### src/rtl/uart_pkg.sv
// Shared definitions for the UART report path: line-ending characters,
// the formatter state encoding and the nibble-to-ASCII helper.
package uart_pkg;

  localparam logic [7:0] ASCII_CR = 8'h0D;
  localparam logic [7:0] ASCII_LF = 8'h0A;

  typedef enum logic [1:0] {
    ST_IDLE = 2'd0,
    ST_SEND = 2'd1,
    ST_WAIT = 2'd2
  } tx_state_t;

  // 0-9 -> '0'-'9', A-F -> 'A'-'F' (uppercase)
  function automatic logic [7:0] hex2ascii(input logic [3:0] n);
    return (n < 4'd10) ? (8'h30 + {4'h0, n}) : (8'h37 + {4'h0, n});
  endfunction

endpackage

### src/rtl/hex_line_tx.sv
// Renders one binary word per handshake as an ASCII hex line (optional tag,
// MSB nibble first, CR/LF) and feeds it character by character to uart_tx.
module hex_line_tx
  import uart_pkg::*;
#(
  parameter int WORD_W    = 32,
  parameter int PREFIX_EN = 1,
  parameter int EOL_CRLF  = 1
) (
  input  logic              clk,
  input  logic              reset,
  input  logic [WORD_W-1:0] word_in,
  input  logic [7:0]        tag_in,
  input  logic              word_valid,
  output logic              word_ready,
  input  logic              tx_ready,
  input  logic              tx_done_tick,
  output logic              tx_start,
  output logic [7:0]        tx_data,
  output logic              busy,
  output logic              msg_done_tick
);

  localparam int NIB   = WORD_W / 4;
  localparam int LEN   = PREFIX_EN + NIB + ((EOL_CRLF != 0) ? 2 : 1);
  localparam int IDX_W = $clog2(LEN);

  localparam logic [IDX_W-1:0] LAST_IDX = IDX_W'(LEN - 1);
  localparam logic [IDX_W-1:0] LAST_NIB = IDX_W'(PREFIX_EN + NIB - 1);
  localparam logic [IDX_W-1:0] CR_IDX   = IDX_W'(LEN - 2);

  tx_state_t         state, state_nxt;
  logic [WORD_W-1:0] shift_q;
  logic [7:0]        tag_q;
  logic [IDX_W-1:0]  idx_q;
  logic [7:0]        cur_char;
  logic              is_tag, is_nib;
  logic              accept, fire, last, step;

  // Character select: the tag only ever sits at index 0, so nibbles are
  // everything after it up to LAST_NIB; the line ending follows.
  always_comb begin
    is_tag = (PREFIX_EN != 0) && (idx_q == '0);
    is_nib = !is_tag && (idx_q <= LAST_NIB);
    if (is_tag)                               cur_char = tag_q;
    else if (is_nib)                          cur_char = hex2ascii(shift_q[WORD_W-1 -: 4]);
    else if ((EOL_CRLF != 0) && (idx_q == CR_IDX)) cur_char = ASCII_CR;
    else                                      cur_char = ASCII_LF;
  end

  always_comb begin
    state_nxt = state;
    accept    = 1'b0;
    fire      = 1'b0;
    last      = 1'b0;
    step      = 1'b0;
    case (state)
      ST_IDLE: if (word_valid) begin
        accept    = 1'b1;
        state_nxt = ST_SEND;
      end
      ST_SEND: if (tx_ready) begin
        fire      = 1'b1;
        state_nxt = ST_WAIT;
      end
      ST_WAIT: if (tx_done_tick) begin
        if (idx_q == LAST_IDX) begin
          last      = 1'b1;
          state_nxt = ST_IDLE;
        end else begin
          step      = 1'b1;
          state_nxt = ST_SEND;
        end
      end
      default: state_nxt = ST_IDLE;
    endcase
  end

  always_ff @(posedge clk or posedge reset) begin
    if (reset) state <= ST_IDLE;
    else       state <= state_nxt;
  end

  always_ff @(posedge clk or posedge reset) begin
    if (reset) begin
      shift_q       <= '0;
      tag_q         <= '0;
      idx_q         <= '0;
      tx_start      <= 1'b0;
      tx_data       <= '0;
      msg_done_tick <= 1'b0;
    end else begin
      tx_start      <= fire;
      msg_done_tick <= last;
      if (fire) tx_data <= cur_char;
      if (accept) begin
        shift_q <= word_in;
        tag_q   <= tag_in;
        idx_q   <= '0;
      end else if (step) begin
        idx_q <= idx_q + IDX_W'(1);
        // is_nib still reflects the character that just completed
        if (is_nib) shift_q <= shift_q << 4;
      end
    end
  end

  assign word_ready = (state == ST_IDLE);
  assign busy       = (state != ST_IDLE);

endmodule
### config.mk
export PLATFORM = sky130hd
export DESIGN_NAME = hex_line_tx
export DESIGN_NICKNAME = d
export VERILOG_FILES = /design/src/rtl/uart_pkg.sv /design/src/rtl/hex_line_tx.sv
export SDC_FILE = /design/constraint.sdc
export NUM_CORES = 1
export LEC_CHECK = 0
export BUFFER_PORTS_ARGS = -buffer_cell sky130_fd_sc_hd__buf_2
export CORE_UTILIZATION = 59
export CTS_CLUSTER_SIZE = 16
export DETAILED_ROUTE_END_ITERATION = 8
export PLACE_DENSITY = 0.94
export SLEW_MARGIN = 20
export SYNTH_ARGS = -nofsm -noshare
export SYNTH_HDL_FRONTEND = slang
export SYNTH_SLANG_ARGS = --single-unit
export TNS_END_PERCENT = 100
### constraint.sdc
create_clock -name clk -period 4.9 [get_ports clk]
set_input_delay 1.225 -clock clk [delete_from_list [all_inputs] [get_ports clk]]
set_output_delay 1.225 -clock clk [all_outputs]
set_load 0.1 [all_outputs]
==> impl_metrics.ini, run 1 <==
[finish]
drive_gt1_frac = 0.284
fillers = 338
antenna_cells = 0
layout_common_cells = nand2_1, dfrtp_1, buf_2
fin_util = 0.716
fin_cells = 404
area_growth_pct = 12.5
nNetsFinal = 401
final_common_cell = nand2_1

[setup_path]
worstPathRequired_ns = 3.67
r2r-start = idx_q[0]
worstSetupPathType = flop to output pin
startpoint_type = flop
crit_path_end_kind = output pin
crit_arrival_ns = 1.41
r2r_slack_ns = 2.95
crit_path_start = state[1]
path_max_fanout = 5

[clocking]
cts_root_buffer = clkbuf_8
cts-buffers-inserted = 5
cts_sinks = 56
insertion_delay_ns = 0.32
clk_pin_slew_ns = 0.09
tritoncts = done
post-cts-setup-buffers = 0
clockBufferDepth = 2
htreeDepth = 2
hold_buffers = 0
cts_resized = 0

[global_route]
grt_pass1_wl_um = 10200
overflow = 0
grt_util_all_layers = 0.256
antenna_found_initial = 0
grt_max_degree = 57
grt_pass1_vias = 2179

[floorplanning]
start_util = 0.636
design.core.area_mm2 = 0.00450
row_count = 24
io_pins = 57
dieWidth_um = 71.7
die_area_mm2 = 0.00514
die_h_um = 71.7

[sta]
tightest_slew_ns = 0.665
drv_slew = 0
fin_crit_ns = 2.64
slew_headroom = 0.557
setup_viol = 0
final-hold-violation-count = 0
fin_crit_sh = 0.539
fin_skew_ns = 0.0121
finalSetupTns_ns = 0
fmax_mhz = 379
rsz0062_at_grt = false

[drt]
drc = 0
wl_per_cell_um = 14.9
num_vias = 2335
drt_iter0_drc = 258
vias_per_cell = 5.78
routed_wl_um = 6030
firstDrtPassIters = 4
detail-route-antenna-nets = 0

[worst_hold_path]
hold_path.class = flop to flop
hold_start = tag_q[0]

[synth]
synth_async_sr_flop_share = 1.00
synth_warnings = 0
ys_seq_area_frac = 0.489
synthCells = 307
synth_top_flop_cell = dfrtp_1
synth-edff-count = 0
avgSynthCellArea_um2 = 9.33
syn-num-nets = 357
syn_area_mm2 = 0.00287
synth.distinct_cells = 37
synth_seq_cells = 56

[placed_design]
port_buffers = 56
routabilityCongestion = 0.759
dpl.hpwl_um = 3840
dpl.cell_count = 396

[power_and_ir_drop]
power.density_mw_per_mm2 = 669
peakVddDrop_mv = 0.326
leakagePower_nw = 1.64

[job]
drv_cap = 0

[outcome]
status = finished clean
[area by class of cell]
cell class / instances / area (µm²) / share of cell area
Clock buffer: 6 / 82.6 / 0.0256
Multi-Input combinational cell: 220 / 1320 / 0.408
Inverter: 8 / 32.5 / 0.0101
Timing Repair Buffer: 60 / 310 / 0.0963
Sequential cell: 56 / 1400 / 0.435
Tap cell: 52 / 65.1 / 0.0202
Clock inverter: 2 / 15.0 / 0.00466
[through the flow]
stage	hold WS [ns]	power [mW]	cell area [µm²]	setup WS, ns
6_report	0.491	2.16	3220	2.26
5_1_grt	0.505	2.29	3220	2.14
4_1_cts	0.491	2.16	3220	2.27
3_5_place_dp	0.465	1.87	3130	2.38
3_3_place_gp	0.449	1.83	3120	2.44
2_1_floorplan	0.437	1.67	2870	0.991
[metal layers]
metal  GRT usage  vias up  routed length [µm]
li1            -     1125                   -
met1       0.341     1117                2550
met2       0.417       79                3080
met3      0.0563       14                 301
met4      0.0893        0                  99
met5           0        -                   0
[state kept, by name, indices dropped and copies added, names as in the netlist]
signal,cells
msg_done_tick,1
state,2
tx_start,1
tag_q,8
shift_q,32
tx_data,8
idx_q,4
[cell families after synthesis]
group                    synth area share
adder cells (fa/ha/maj)            0.0218
AO/OA/AOI/OAI                       0.183
AND/OR/NAND/NOR                     0.234
XOR/XNOR                           0.0183
buffers and inverters              0.0541
flip-flops                          0.489
[worst max-delay path: stages (launching register included)]
cell and delay, ns:
dfrtp_1 0.42, nor2_1 0.22, buf_2 0.47
[power breakdown]
group          total, mW  internal, mW  switching (mW)
combinational       1.09         0.315           0.771
sequential         0.803         0.666           0.137
clock              0.268         0.115           0.153
[synth_stat cells (all sizes together) (2+ instances only)]
cell type / instances / area, µm²
ha: 5 / 62.6
a21oi: 9 / 45.0
o21ai: 11 / 55.1
and3b: 2 / 17.5
inv: 8 / 30.0
dfrtp: 56 / 1400
nand3: 30 / 150
nand2: 94 / 353
and2: 3 / 21.3
xor2: 3 / 26.3
a221oi: 3 / 26.3
nor2: 12 / 45.0
buf: 11 / 78.8
nor2b: 4 / 27.5
xnor2: 3 / 26.3
clkbuf: 12 / 46.3
o211ai: 28 / 340
[path summary, 6_finish.rpt]
check	to	cells past startpoint
setup reg to reg	shift_q[29]	6
hold reg to reg	tag_q[0]	2
setup / recovery	word_ready	2
max in group asynchronous	idx_q[2]	2
min in group asynchronous	shift_q[29]	2
hold / removal	tag_q[0]	2
Power figures use the tool's default switching activity.
==> run 2, diff against run 1 <==
--- a/config.mk
+++ b/config.mk
@@ -5,11 +5,12 @@
 export SDC_FILE = /design/constraint.sdc
 export NUM_CORES = 1
 export LEC_CHECK = 0
+export ABC_AREA = 1
 export BUFFER_PORTS_ARGS = -buffer_cell sky130_fd_sc_hd__buf_2
-export CORE_UTILIZATION = 59
+export CORE_UTILIZATION = 50
 export CTS_CLUSTER_SIZE = 16
 export DETAILED_ROUTE_END_ITERATION = 8
-export PLACE_DENSITY = 0.94
+export PLACE_DENSITY = 0.85
 export SLEW_MARGIN = 20
 export SYNTH_ARGS = -nofsm -noshare
 export SYNTH_HDL_FRONTEND = slang
==> constraint.sdc (replaced) <==
create_clock -name clk -period 2.3 [get_ports clk]
set_input_delay 0.575 -clock clk [delete_from_list [all_inputs] [get_ports clk]]
set_output_delay 0.575 -clock clk [all_outputs]
set_load 0.1 [all_outputs]
==> run 2 against run 1 <==
Against the previous run:
- wire length fell by 6.2%
- setup slack got worse by 1.9 ns
- global-route usage fell by 5.5 points
- sequential share of layout area fell by 0.47 points
- combinational power rose by 140%
- critical path depth did not move
- clock power rose by 100%
==> impl_metrics.ini, run 2 <==
[outcome]
status = finished clean

[clocking]
post-cts-setup-buffers = 0
cts_root_buffer = clkbuf_8
clockBufferDepth = 2
tritoncts = done
cts_resized = 0
cts-buffers-inserted = 5
insertion_delay_ns = 0.30
htreeDepth = 2
clk_pin_slew_ns = 0.10
hold_buffers = 0
cts_sinks = 56

[floorplanning]
die_area_mm2 = 0.00611
dieWidth_um = 78.2
start_util = 0.524
io_pins = 57
row_count = 27
die_h_um = 78.2
design.core.area_mm2 = 0.00554

[finish]
reg_top3 = shift_q x32, tag_q x8, tx_data x8
largest_reg_flops = 32
nNetsFinal = 482
antenna_cells = 0
layout_common_cells = nand2_1, dfrtp_1, buf_2
drive_gt1_frac = 0.178
final_common_cell = nand2_1
area_growth_pct = 12.2
top_register = shift_q

[synth]
yosysTopAreaCell = dfrtp_1
synthCells = 382
yosys-top-cells-area = dfrtp_1, nand2_1, nand3_1
synth.most_common_cell = nand2_1
synth_async_sr_flop_share = 1.00
syn_area_mm2 = 0.00290
syn-num-nets = 432
synth_warnings = 0
yosys-top-cells-count = nand2_1, dfrtp_1, nand3_1, inv_1, o21ai_0
synth_top_cell_area_share = 0.483
synth_seq_cells = 56
synth-edff-count = 0
ys_seq_area_frac = 0.483
avgSynthCellArea_um2 = 7.60
synth_top_flop_cell = dfrtp_1
synth.distinct_cells = 24

[sta]
setup_viol = 0
rsz0062_at_grt = false
drv_slew = 0
fin_crit_ns = 1.93
finalWorstSetupSlack_ns = 0.374
tightest_slew_ns = 0.518
fin_skew_ns = 0.00752
slew_headroom = 0.654
fin_crit_sh = 0.837
final-hold-violation-count = 0
finalSetupTns_ns = 0
fmax_mhz = 519

[setup_path]
startpoint_type = flop
crit_path_end_kind = output pin
worstSetupPathType = flop to output pin
crit_arrival_ns = 1.35
worstPathRequired_ns = 1.73
path_max_fanout = 4

[drt]
routed_wl_um = 5650
detail-route-antenna-nets = 0
vias_per_cell = 4.91
num_vias = 2481
wl_per_cell_um = 11.2
drc = 0
drt_iter0_drc = 124
firstDrtPassIters = 4

[placed_design]
dp_slack_ns = 0.405
routabilityCongestion = 0.800
port_buffers = 56
dpl.hpwl_um = 3970

[global_route]
overflow = 0
grt_util_all_layers = 0.201
grt.busiest_layer = met2
grt_pass1_wl_um = 9710
use_met1 = 0.246
met2_usage = 0.346
grt_max_degree = 37
grt_pass1_vias = 2296
met3_usage = 0.0453
antenna_found_initial = 0

[worst_hold_path]
hold_path.class = input pin to asynchronous set/reset pin

[power_and_ir_drop]
p_clk_frac = 0.115
seq_power_share = 0.344
p_int_mw = 2.27
peakVddDrop_mv = 0.750
p_comb_frac = 0.541
p_sw_mw = 2.49
p_sw_frac = 0.522
power.density_mw_per_mm2 = 1460
leakagePower_nw = 1.90

[job]
drv_cap = 0
-- run 2: per-layer routing --
metal,part of all wire,wire length [µm]
met1,0.45,2530
met2,0.50,2840
met3,0.035,197
met4,0.013,76
met5,0,0
-- run 2: final cells by class --
cell class	instances	area (µm²)
Clock buffer	7	86.3
Clock inverter	1	7.51
Fill cell	515	2280
Inverter	24	90.1
Tap cell	72	90.1
Multi-Input combinational cell	285	1260
Timing Repair Buffer	60	323
Sequential cell	56	1400
-- run 2: critical path, cell delays in order, from the launching register on --
cell and delay (ns):
dfrtp_1 0.44, nor2_4 0.16, buf_2 0.44
-- run 2: power by group through the flow --
stage	registers, mW	clock network [mW]	logic, mW
5_1_grt	1.69	0.600	2.88
3_3_place_gp	1.64	0	2.51
3_5_place_dp	1.65	0	2.59
6_report	1.64	0.546	2.57
2_1_floorplan	2.13	0	1.86
4_1_cts	1.64	0.562	2.59
-- run 2: worst paths after layout --
| check | startpoint | end | slack, ns | depth (start not counted) |
|---|---|---|---|---|
| min | reset | shift_q[18] | 0.29 | 2 |
| min reg2reg | shift_q[21] | shift_q[21] | 0.48 | 2 |
| max | state[1] | word_ready | 0.37 | 2 |
| max in group asynchronous | reset | idx_q[2] | 1.46 | 3 |
| max reg2reg | idx_q[0] | shift_q[27] | 0.40 | 8 |
| min in group clk | tag_in[1] | tag_q[1] | 0.46 | 3 |
-- run 2: stage by stage --
stage | instances | power (mW) | instance area (µm²) | util | hold WS (ns)
6_report | 505 | 4.76 | 3260 | 0.588 | 0.288
3_5_place_dp | 497 | 4.24 | 3160 | 0.571 | 0.459
2_1_floorplan | 382 | 4.00 | 2900 | - | 0.442
4_1_cts | 505 | 4.79 | 3260 | 0.588 | 0.302
3_3_place_gp | 497 | 4.15 | 3160 | 0.571 | 0.454
5_1_grt | 505 | 5.17 | 3260 | 0.588 | 0.326
-- run 2: kinds of logic after synthesis --
kind of cell	count (synthesis)	synth area share
AO/OA/AOI/OAI	20	0.0392
XOR/XNOR	2	0.00604
adder cells (fa/ha/maj)	5	0.0216
buffers and inverters	41	0.0832
flip-flops	56	0.483
AND/OR/NAND/NOR	258	0.367
